File: src/rtl/puf_test_pkg.sv
// Shared constants and state type for the PUF test result-memory
// writer and reader.
package puf_test_pkg;

  localparam int RESULT_BASE_ADDR = 1;
  localparam int RESULT_NUM_WORDS = 8;
  localparam logic [7:0] FRAME_HEADER = 8'hA5;

  typedef enum logic [2:0] {
    ST_IDLE,
    ST_HDR,
    ST_LEN,
    ST_RD,
    ST_WAIT,
    ST_SEND,
    ST_CSUM,
    ST_DONE
  } rd_state_t;

endpackage

File: src/rtl/result_mem_reader_sync_2ff.sv
// Generic 2-flop level synchronizer.
// Resets to 0.
module sync_2ff #(
  parameter int WIDTH = 1
) (
  input  logic             clk,
  input  logic             rst_n,
  input  logic [WIDTH-1:0] i_d,
  output logic [WIDTH-1:0] o_q
);

  logic [WIDTH-1:0] r_meta;
  logic [WIDTH-1:0] r_sync;

  always_ff @(posedge clk or negedge rst_n) begin
    if (!rst_n) begin
      r_meta <= '0;
      r_sync <= '0;
    end else begin
      r_meta <= i_d;
      r_sync <= r_meta;
    end
  end

  assign o_q = r_sync;

endmodule

File: src/rtl/result_mem_reader.sv
// Reads the pass-count words from result memory and streams them
// to the host as HEADER, LEN, words, checksum over valid/ready.
module result_mem_reader
  import puf_test_pkg::*;
#(
  parameter int              ADDR_WIDTH = 13,
  parameter int              DATA_WIDTH = 8,
  parameter int              BASE_ADDR  = RESULT_BASE_ADDR,
  parameter int              NUM_WORDS  = RESULT_NUM_WORDS,
  parameter int              RD_LATENCY = 1,
  parameter logic [DATA_WIDTH-1:0] HEADER = FRAME_HEADER
) (
  input  logic                  clk,
  input  logic                  rst_n,
  input  logic                  test_done,
  input  logic                  host_req,
  output logic                  mem_re,
  output logic [ADDR_WIDTH-1:0] mem_raddr,
  input  logic [DATA_WIDTH-1:0] mem_dout,
  output logic [DATA_WIDTH-1:0] out_data,
  output logic                  out_valid,
  input  logic                  out_ready,
  output logic                  busy,
  output logic                  frame_done
);

  localparam logic [7:0] LAST_IDX = 8'(NUM_WORDS - 1);
  localparam logic [1:0] LAT_LAST = 2'(RD_LATENCY - 1);
  localparam logic [DATA_WIDTH-1:0] LEN_BYTE =
    DATA_WIDTH'(NUM_WORDS);

  rd_state_t             r_state;
  rd_state_t             w_next;
  logic                  w_td_sync;
  logic                  r_td_prev;
  logic                  r_armed;
  logic [7:0]            r_idx;
  logic [1:0]            r_wcnt;
  logic [DATA_WIDTH-1:0] r_csum;
  logic [DATA_WIDTH-1:0] r_hold;
  logic                  w_hs;
  logic                  w_start;

  sync_2ff #(.WIDTH(1)) u_sync (
    .clk   (clk),
    .rst_n (rst_n),
    .i_d   (test_done),
    .o_q   (w_td_sync)
  );

  assign w_hs    = out_valid & out_ready;
  // host_req and a trigger in the same cycle merge into one start
  assign w_start = host_req | (w_td_sync & ~r_td_prev & r_armed);

  always_comb begin
    w_next = r_state;
    unique case (r_state)
      ST_IDLE: if (w_start) w_next = ST_HDR;
      ST_HDR:  if (w_hs) w_next = ST_LEN;
      ST_LEN:  if (w_hs) w_next = ST_RD;
      ST_RD:   w_next = ST_WAIT;
      ST_WAIT: if (r_wcnt == LAT_LAST) w_next = ST_SEND;
      ST_SEND: if (w_hs)
        w_next = (r_idx < LAST_IDX) ? ST_RD : ST_CSUM;
      ST_CSUM: if (w_hs) w_next = ST_DONE;
      ST_DONE: w_next = ST_IDLE;
      default: w_next = ST_IDLE;
    endcase
  end

  always_comb begin
    mem_re     = 1'b0;
    mem_raddr  = '0;
    out_data   = '0;
    out_valid  = 1'b0;
    busy       = (r_state != ST_IDLE);
    frame_done = 1'b0;
    unique case (r_state)
      ST_HDR: begin
        out_valid = 1'b1;
        out_data  = HEADER;
      end
      ST_LEN: begin
        out_valid = 1'b1;
        out_data  = LEN_BYTE;
      end
      ST_RD: begin
        mem_re    = 1'b1;
        mem_raddr = ADDR_WIDTH'(BASE_ADDR)
                  + ADDR_WIDTH'(r_idx);
      end
      ST_SEND: begin
        out_valid = 1'b1;
        out_data  = r_hold;
      end
      ST_CSUM: begin
        out_valid = 1'b1;
        out_data  = r_csum;
      end
      ST_DONE: frame_done = 1'b1;
      default: ;
    endcase
  end

  always_ff @(posedge clk or negedge rst_n) begin
    if (!rst_n) begin
      r_state   <= ST_IDLE;
      r_td_prev <= 1'b0;
      r_armed   <= 1'b1;
      r_idx     <= '0;
      r_wcnt    <= '0;
      r_csum    <= '0;
      r_hold    <= '0;
    end else begin
      r_state   <= w_next;
      r_td_prev <= w_td_sync;
      if (r_state == ST_DONE)
        r_armed <= 1'b0;
      else if (!w_td_sync)
        r_armed <= 1'b1;
      unique case (r_state)
        ST_LEN: if (w_hs) begin
          r_csum <= LEN_BYTE;
          r_idx  <= '0;
        end
        ST_RD: r_wcnt <= '0;
        ST_WAIT: begin
          r_wcnt <= r_wcnt + 2'd1;
          if (r_wcnt == LAT_LAST)
            r_hold <= mem_dout;
        end
        ST_SEND: if (w_hs) begin
          r_csum <= r_csum ^ r_hold;
          r_idx  <= r_idx + 8'd1;
        end
        default: ;
      endcase
    end
  end

endmodule

File: config.mk
export PLATFORM = sky130hd
export DESIGN_NAME = result_mem_reader
export DESIGN_NICKNAME = d
export VERILOG_FILES = /design/src/rtl/puf_test_pkg.sv /design/src/rtl/result_mem_reader_sync_2ff.sv /design/src/rtl/result_mem_reader.sv
export SDC_FILE = /design/constraint.sdc
export NUM_CORES = 1
export LEC_CHECK = 0
export BUFFER_PORTS_ARGS = -buffer_cell sky130_fd_sc_hd__buf_2
export CORE_MARGIN = 4
export CORE_UTILIZATION = 45
export DETAILED_ROUTE_END_ITERATION = 12
export GPL_TIMING_DRIVEN = 0
export PLACE_DENSITY = 0.71
export SYNTH_ARGS = -nofsm -noshare
export SYNTH_HDL_FRONTEND = slang
export SYNTH_SLANG_ARGS = --single-unit
export TNS_END_PERCENT = 20
File: constraint.sdc
create_clock -name clk -period 2.8 [get_ports clk]
set_input_delay 0.28 -clock clk [delete_from_list [all_inputs] [get_ports clk]]
set_output_delay 0.28 -clock clk [all_outputs]
set_load 0.01 [all_outputs]
==> impl_results.md, run 1 <==
* CP Buf/Inv Count at 2
* Setup_tns at 0 ns
* Die span in x at between 70 and 80 um
* Crit path cell chain: buf_2 > nor2b_1 > nand2_1 > nor3_1 > buf_2
* Top post-synthesis cells by area: dfrtp_1 (44%), mux2_2 (4.9%), nor2_1 (4.9%), nand2_1 (4.3%), xor2_1 (4.3%)
* Period utilization at 71.7%
* Clock Pin Slew Worst Setup and Hold Paths at 0.07 ns
* Core Rows at 22
* Number of DRC markers in iteration 0 at 80
* Starting density of the core at approximately half
* Largest stage delay, worst path at 0.40 ns
* Reg2Reg Depth at 5
* Fin. Hold Viols at 0
* Endpoints failing setup at 0
* Hold Path Class: in2async
* GP Congestion at about 0.74
* Fmax at 498 MHz
* DRC errors left at 0
* Reg-to-reg slack, setup at about 1.0 ns
* #FFs+latches synth at 33
* Worst slew pin tran at 0.731 ns
* Vias per inst at 5.27
* Reg2Reg Capture Point: r_state[2]
* Synth Flop Type: dfrtp_1
* Crit start category: register
* Ant diodes at 0
* Commonest non-fill, non-tap cells in the layout: buf_2 (38), dfrtp_1 (32), nor2_1 (24)
* Layout cells sized above 1 at 30.1%
* Global-route wire length before repair at 6560 um
* Die height at approximately 72 um
* Post-synth cell types at 44
* Grt ovf at 0
* Ys async rst share at 100%
* CTS Buf Count at 5
* CP endpoint kind: output pin
* Post-synth EDFFs at 0
* # hold bufs at CTS at 0
* Seq/Total Area, Yosys at roughly 45%
* ANT nets after route at 0
* Top cell type's share of synthesized area at 43.6%
* CTS Buffer Depth at 2
* Arrival time worst endpoint at 1.73 ns
* CTS tree: yes
* Synthesized area at 0.00184 mm2
* Die footprint at 0.00516 mm2
* Tot GR Track Use at 16.5%
* Vias in the first global route at 1382
* Commonest non-fill, non-tap cell in the layout: buf_2
* Most common cell on crit path: buf_2
* Worst Path Max Fanout at 10
* PnR worst setup slack at between 0.7 and 0.8 ns
* Clock Latency Late Sink at 0.29 ns
* Util after Layout at around 57%
* Post-Synthesis Cells at between 150 and 200
* Worst clock skew at 0.00845 ns
* Root buffer cell: clkbuf_8
* Final instance area at between 0.002 and 0.0025 mm2
* Layout area overhead at 17.0%
* Initial antenna violation count at 0
* Post-CTS setup buffers at 0
* Crit Path Category: reg2out
* Fin crit period at 2.01 ns
* Max-Cap Viols at 0
* RSZ-0062 raised after global routing: false
* Synth Area per Inst at 9.36 um2
* Post-DP HPWL at about 2700 um
* Number of I/O port buffers at 32
* Power Density at 913 mW/mm2
* Worst EP required at 2.52 ns
* Status: completed
* Core Region at 0.00380 mm2
* Io pins at 38
* H-tree levels at 2
* Slowest cell on crit path: dfrtp_1
* Post-cts resize count at 0
* DR pass1 iterations at 4
* Final #Nets at roughly 250
* Hold slack at 0.0430 ns
* Slew Limit Headroom at 51.3%
* Worst VDD drop at roughly 0.00054 V
* Syn. warnings at 0
* Setup WS pre-CTS at 1.04 ns
* Cell Area, Placed at approximately 0.0021 mm2
* WL final at 3890 um
* Via count at 1512
* Leak pwr at 1.09 nW
* Clock sink total at 33
* R2R Path Start: r_idx[0]
* Area leader, netlist: dfrtp_1
* Wire per inst at ~14 um
* Pin count of the biggest net entering global routing at 34
* Fin. max-slew vios at 0
* CP top delay family: simple AND/OR/NAND/NOR gates
worst max path at each step:
| stage | from | endpoint | slack, ns | depth (start not counted) |
|---|---|---|---|---|
| final | r_state[1] | mem_raddr[8] | 0.79 | 5 |
| after global routing | r_state[0] | out_data[5] | 0.66 | 7 |
| after CTS | r_state[1] | mem_raddr[8] | 0.79 | 5 |
| after detailed placement | r_idx[0] | r_state[2] | 1.04 | 5 |
| after global placement | r_idx[0] | r_state[2] | 1.06 | 5 |
| after floorplan | r_idx[0] | r_state[2] | 1.22 | 5 |
layer usage:
| metal | GRT usage (%) | routed length, um | up-vias |
|---|---|---|---|
| met2 | 25.1 | 1830 | 45 |
| met4 | 6.26 | 55 | 0 |
| li1 | - | - | 748 |
| met5 | 0 | 0 | - |
| met3 | 5.19 | 266 | 5 |
| met1 | 21.8 | 1740 | 714 |
flip-flops by register name (all words and copies together), names as in the netlist:
signal,count
r_armed,1
r_csum,8
r_hold,8
r_idx,8
r_state,3
r_td_prev,1
r_wcnt,2
u_sync.o_q,1
u_sync.r_meta,1
worst reg2reg max path: cells and delay by family (launching register included):
| kind | cells | cell delay, ns |
|---|---|---|
| adders and majority gates | 1 | 0.31 |
| AOI/OAI and AO/OA | 2 | 0.63 |
| and+or+nand+nor | 2 | 0.29 |
| DFF | 1 | 0.42 |
where the power goes:
group          switching (W)  internal (W)  leakage (nW)  total (W)
registers           0.000123      0.000650         0.414   0.000773
clock network       0.000172      0.000174        0.0422   0.000346
logic               0.000479      0.000363         0.631   0.000842
cell families after synthesis:
family,after synthesis,share of synthesized area (%)
flip-flops,33,45.1
XOR/XNOR,13,6.20
AND/OR/NAND/NOR,75,20.9
other,1,0.204
buffers and inverters,26,7.70
multiplexers,9,5.45
AO/OA/AOI/OAI,37,13.2
adder cells (fa/ha/maj),2,1.36
synthesized netlist by cell type (all sizes together), types with 3 or more instances:
library cell,instances
inv,7
xnor2,4
and3,7
o21ai,12
clkbuf,5
buf,13
a21oi,5
nor2b,3
mux2,8
nor2,26
xor2,9
a22oi,3
dfrtp,32
nand3,10
nand2,21
a31oi,3
per-stage QoR:
step	std cells	total power, W
floorplan	199	0.00137
finish	287	0.00196
CTS	287	0.00198
detailed placement	279	0.00163
global route	287	0.00213
global placement	279	0.00160
final cells by class:
type / instances / area [um2]
clock buffers: 7 / 76.3
plain buffers: 18 / 111
flip-flops and latches: 33 / 827
clock inverters: 1 / 5.00
well taps: 48 / 60.1
repair buffers: 32 / 160
inverters: 8 / 30.0
multi-input cells: 140 / 878
fillers: 365 / 1650
Power figures use the tool's default switching activity.
==> run 2: changes to the inputs <==
- PLACE_DENSITY: 0.71 -> 0.73
- clock period: 2.8 -> 1.7 ns (I/O delays scaled with it)
==> run 2 against run 1 <==
  * The flow now finishes with violations (negative setup slack)
  * Power increased by 95%
  * Clock-buffer cell count decreased by 1
  * Routed wire length increased by 9.6%
  * Critical path depth unchanged
  * Global-route usage increased by 0.29 points
  * Combinational power increased by 110%
  * Sequential power increased by 67%
  * First-iteration DRC count decreased by 2.5%
  * Final cell count increased by 4.9%
  * Via count increased by 5.6%
  * Die area unchanged
  * Highest routed layer unchanged
==> impl_results.md, run 2 (same netlist as run 1, synthesis figures left out) <==
* Status: finished, violations left
* Violated checks: negative setup slack
* Commonest non-fill, non-tap cells in the layout: buf_2 (33), dfrtp_1 (29), nor2_1 (23)
* Setup_tns at -0.00634 ns
* Filler instances at 325
* Slew Limit Headroom at 50.2%
* Hold path endpoint: r_hold[1]
* Min-delay src: mem_dout[1]
* Hold Path Class: in2reg
* Fin. Hold Viols at 0
* R2R Path Start: r_idx[1]
* Largest stage delay, worst path at approximately 0.44 ns
* Post-DP HPWL at 2710 um
* GP Congestion at 0.771
* Slowest cell on crit path: dfrtp_1
* CP top delay family: compound AO/OA/AOI/OAI gates
* DR pass1 iterations at 4
* WL final at roughly 4300 um
* Core Rows at 22
* Layout cells sized above 1 at about two fifths
* DRC errors left at 0
* Layout area overhead at 32.1%
* PnR worst setup slack at -0.00634 ns
* Leak pwr at ~1.2 nW
* Util after Layout at 63.8%
* Worst EP required at 1.88 ns
* Crit Path Category: reg2reg
* Final #Nets at 267
* H-tree levels at 2
* Arrival time worst endpoint at roughly 1.9 ns
* Vias per inst at 5.30
* Max-Cap Viols at 0
* Worst clock skew at approximately 0.0047 ns
* CTS Buf Count at 5
* Reg-to-reg slack, setup at -0.006 ns
* Clock Pin Slew Worst Setup and Hold Paths at 0.07 ns
* Die span in x at 71.9 um
* Endpoints failing setup at 1
* Root buffer cell: clkbuf_8
* Worst VDD drop at 0.00100 V
* Fin crit period at around 1.7 ns
* Clock Latency Late Sink at 0.29 ns
* CTS tree: yes
* Reg2Reg Capture Point: r_state[2]
* Io pins at 38
* Fmax at slightly below 600 MHz
* Global-route wire length before repair at between 6000 and 7000 um
* Die height at between 70 and 80 um
* Number of DRC markers in iteration 0 at 78
* Number of I/O port buffers at 32
* Tot GR Track Use at 16.8%
* RSZ-0062 raised after global routing: true
* Via count at between 1500 and 2000
* Die footprint at just over 0.005 mm2
* Starting density of the core at roughly half
* ANT nets after route at 0
* Top Registers: r_csum (8), r_hold (8), r_idx (8)
* Grt ovf at 0
* CP endpoint kind: register
* Wire per inst at approximately 14 um
* CP Buf/Inv Count at 0
* Pin count of the biggest net entering global routing at 34
* Fin. max-slew vios at 0
* Crit path cell chain: ha_4 > a211o_1 > nor4_4 > nand2_1 > a221o_1
* Crit start category: register
* Worst slew pin tran at 0.747 ns
* Vias in the first global route at roughly 1500
* WHS Path Cells at 2
* Worst Path Max Fanout at 5
* Core Region at ~0.0038 mm2
* Initial antenna violation count at 0
* Reg2Reg Depth at 5
* Ant diodes at 0
* Power Density at 1580 mW/mm2
* Commonest non-fill, non-tap cell in the layout: buf_2
* Clock sink total at 33
* Period utilization at 100%
* Setup WS pre-CTS at -0.0764 ns
* CTS Buffer Depth at 2
run 2: routing by layer:
metal / global-route usage [%] / share of wire, % / vias to the layer above
met3: 5.05 / 6.0 / 9
met2: 26.7 / 46 / 42
met5: 0 / 0 / -
met4: 4.18 / 1.3 / 0
met1: 22.3 / 47 / 765
li1: - / - / 780
run 2: worst max-delay path by stage:
| stage | from | endpoint | slack, ns | cells past startpoint |
|---|---|---|---|---|
| 2_1_floorplan | r_idx[0] | r_state[2] | 0.12 | 5 |
| 3_3_place_gp | r_idx[0] | r_state[2] | -0.03 | 5 |
| 3_5_place_dp | r_idx[0] | r_state[2] | -0.08 | 5 |
| 4_1_cts | r_idx[0] | mem_raddr[4] | -0.009 | 5 |
| 5_1_grt | r_idx[1] | r_state[2] | -0.11 | 5 |
| 6_report | r_idx[1] | r_state[2] | -0.006 | 5 |
run 2: what timing repair did:
item / CTS / global route
setup endpoints to repair: 19 / 20
cloned: 0 / 3
pin swaps: 0 / 4
hold buffers: 2 / 0
buffers inserted: 1 / 9
gates resized for setup: 21 / 20
hold endpoints to repair: 33 / 0
run 2: report_power, final:
group / internal [W] / switching (W) / total, W
Combinational: 0.000841 / 0.000916 / 0.00176
Clock: 0.000477 / 0.000307 / 0.000784
Sequential: 0.00107 / 0.000218 / 0.00129
run 2: cell type report:
| type | count | area (um2) | area share (%) |
|---|---|---|---|
| tap | 48 | 60.1 | 2.48 |
| sequential | 33 | 831 | 34.3 |
| clock inverter | 2 | 37.5 | 1.55 |
| inverter | 8 | 36.3 | 1.50 |
| multi-input combinational | 140 | 953 | 39.3 |
| timing repair buffer | 47 | 279 | 11.5 |
| buffer | 17 | 145 | 5.99 |
| clock buffer | 6 | 82.6 | 3.41 |
run 2: through the flow:
stage | hold WS (ns) | cells | cell area [um2] | power [W]
4_1_cts | 0.0970 | 289 | 2270 | 0.00362
3_3_place_gp | 0.276 | 279 | 2070 | 0.00263
5_1_grt | 0.0999 | 301 | 2420 | 0.00410
3_5_place_dp | 0.274 | 279 | 2070 | 0.00269
2_1_floorplan | -0.126 | 199 | 1850 | 0.00225
6_report | 0.107 | 301 | 2420 | 0.00383
==> run 3: changes to the inputs <==
- PLACE_DENSITY: 0.73 -> 0.71
- clock period: 1.7 -> 1.89 ns (I/O delays scaled with it)
==> run 3 against run 2 <==
  * The flow now finishes without violations
  * Clock power shrank 34%
  * Combinational power down 26%
  * Sequential share of layout area up 3.7 points
  * Highest routed layer unchanged
==> impl_results.md, run 3 (same netlist as run 1, synthesis figures left out) <==
* Met3 usage at 5.19%
* Fin. Hold Viols at 0
* Initial antenna violation count at 0
* Crit start category: register
* Global routing usage on met2 at 25.0%
* Die height at about 70 um
* Pin count of the biggest net entering global routing at 34
* Die span in x at 71.9 um
* Crit Path Category: reg2out
* CTS Buf Count at 5
* Grt ovf at 0
* Setup WS pre-CTS at around 0.13 ns
* Via count at 1516
* Slew Limit Headroom at 51.4%
* CTS tree: yes
* Fin. max-slew vios at 0
* Final #Nets at about 250
* Number of I/O port buffers at 32
* CP endpoint kind: output pin
* Most used routing layer: met2
* Root buffer cell: clkbuf_8
* Layout area overhead at 18.6%
* Layout cells sized above 1 at 31.8%
* Worst clock skew at 0.0106 ns
* Vias in the first global route at 1389
* Max-Cap Viols at 0
* Period utilization at a little over nine tenths
* Clock Pin Slew Worst Setup and Hold Paths at ~0.070 ns
* Worst Path Max Fanout at 10
* Global-route wire length before repair at 6580 um
* Hold slack at approximately 0.0067 ns
* H-tree levels at 2
* Setup_tns at 0 ns
* Post-DP HPWL at ~2700 um
* Worst VDD drop at approximately 0.00080 V
* Clock Latency Late Sink at approximately 0.30 ns
* Fmax at 553 MHz
* ANT nets after route at 0
* GP Congestion at roughly 0.74
* Arrival time worst endpoint at 1.62 ns
* Clock sink total at 33
* DR pass1 iterations at 4
* Worst EP required at approximately 1.7 ns
* Core Region at roughly 0.0038 mm2
* Endpoints failing setup at 0
* WL final at 3940 um
* CTS Buffer Depth at 2
* RSZ-0062 raised after global routing: false
* Footprint of the multi-input gates at about 900 um2
* Commonest non-fill, non-tap cell in the layout: buf_2
* Worst slew pin tran at ~0.73 ns
* Leak pwr at 1.09 nW
* Status: completed
* GR Layer Usage met1 at between 20 and 25%
* Tot GR Track Use at between 15 and 20%
* Hold Path Class: in2reg
* Number of DRC markers in iteration 0 at 90
* Ant diodes at 0
* Vias per inst at 5.28
* Power Density at around 1400 mW/mm2
* PnR worst setup slack at between 0.08 and 0.09 ns
* Fin crit period at about 1.8 ns
* Starting density of the core at 48.3%
* Io pins at 38
* Wire per inst at 13.7 um
* Filler instances at 359
* Die footprint at about 0.0052 mm2
* Core Rows at 22
* Commonest non-fill, non-tap cells in the layout: buf_2 (34), dfrtp_1 (32), nor2_1 (24)
* DRC errors left at 0
* Register area at between 800 and 900 um2
* Top Registers: r_csum (8), r_hold (8), r_idx (8)
## run 3: cell count changes in the layout (fill, tap and decap cells not counted), moves of 3 or more
cell     before  now
dfrtp_1      29   32
buf_6         6    1
buf_4        17   10
dfrtp_2       3    0
## run 3: power by group
part / leakage, nW / switching (W) / total [W] / internal (W)
Clock: 0.0422 / 0.000260 / 0.000518 / 0.000258
Sequential: 0.414 / 0.000184 / 0.00115 / 0.000963
Combinational: 0.630 / 0.000726 / 0.00130 / 0.000571
Total: 1.09 / 0.00117 / 0.00296 / 0.00179
## run 3: cell type report
class,count,area share [%]
Multi-Input combinational cell,140,40.8
Sequential cell,33,38.0
Timing Repair Buffer,33,7.82
Buffer,17,5.34
Clock buffer,7,3.51
Tap cell,48,2.76
Inverter,8,1.55
Clock inverter,1,0.230
## run 3: per-stage QoR
stage | cells | instance area (um2) | util, % | power [W]
floorplan | 199 | 1850 | - | 0.00203
global route | 287 | 2180 | 57.3 | 0.00320
CTS | 288 | 2160 | 56.9 | 0.00295
detailed placement | 279 | 2070 | 54.4 | 0.00241
finish | 287 | 2180 | 57.3 | 0.00296
global placement | 279 | 2070 | 54.4 | 0.00237
## run 3: final timing paths
kind                               start            end  slack, ns  cells past startpoint
setup / recovery              r_state[1]      out_valid       0.08                      5
hold / removal                 test_done  u_sync.r_meta      0.007                      1
setup reg to reg                r_idx[0]     r_state[2]       0.14                      5
hold reg to reg            u_sync.r_meta     u_sync.o_q       0.35                      0
max in group asynchronous          rst_n      r_csum[4]       0.93                      2
min in group asynchronous          rst_n       r_idx[6]       0.49                      2
## run 3: what timing repair did
item | 4_1_cts | 5_1_grt
buffers inserted | 0 | 0
endpoints found under the setup margin | 3 | 13
hold buffers | 1 | 0
gates resized for setup | 2 | 11
pin swaps | 0 | 0
endpoints found under the hold margin | 32 | 0
## run 3: critical path: stages (launching register included)
cell and delay, ns:
dfrtp_1 0.42, buf_4 0.18, nor2b_1 0.13, buf_4 0.16, or2_2 0.29, buf_2 0.14
## run 3: layer usage
| layer | wire (um) | up-vias | share of wire [%] |
|---|---|---|---|
| li1 | - | 749 | - |
| met2 | 1820 | 47 | 46 |
| met5 | 0 | - | 0 |
| met3 | 281 | 5 | 7.1 |
| met1 | 1780 | 715 | 45 |
| met4 | 54 | 0 | 1.4 |
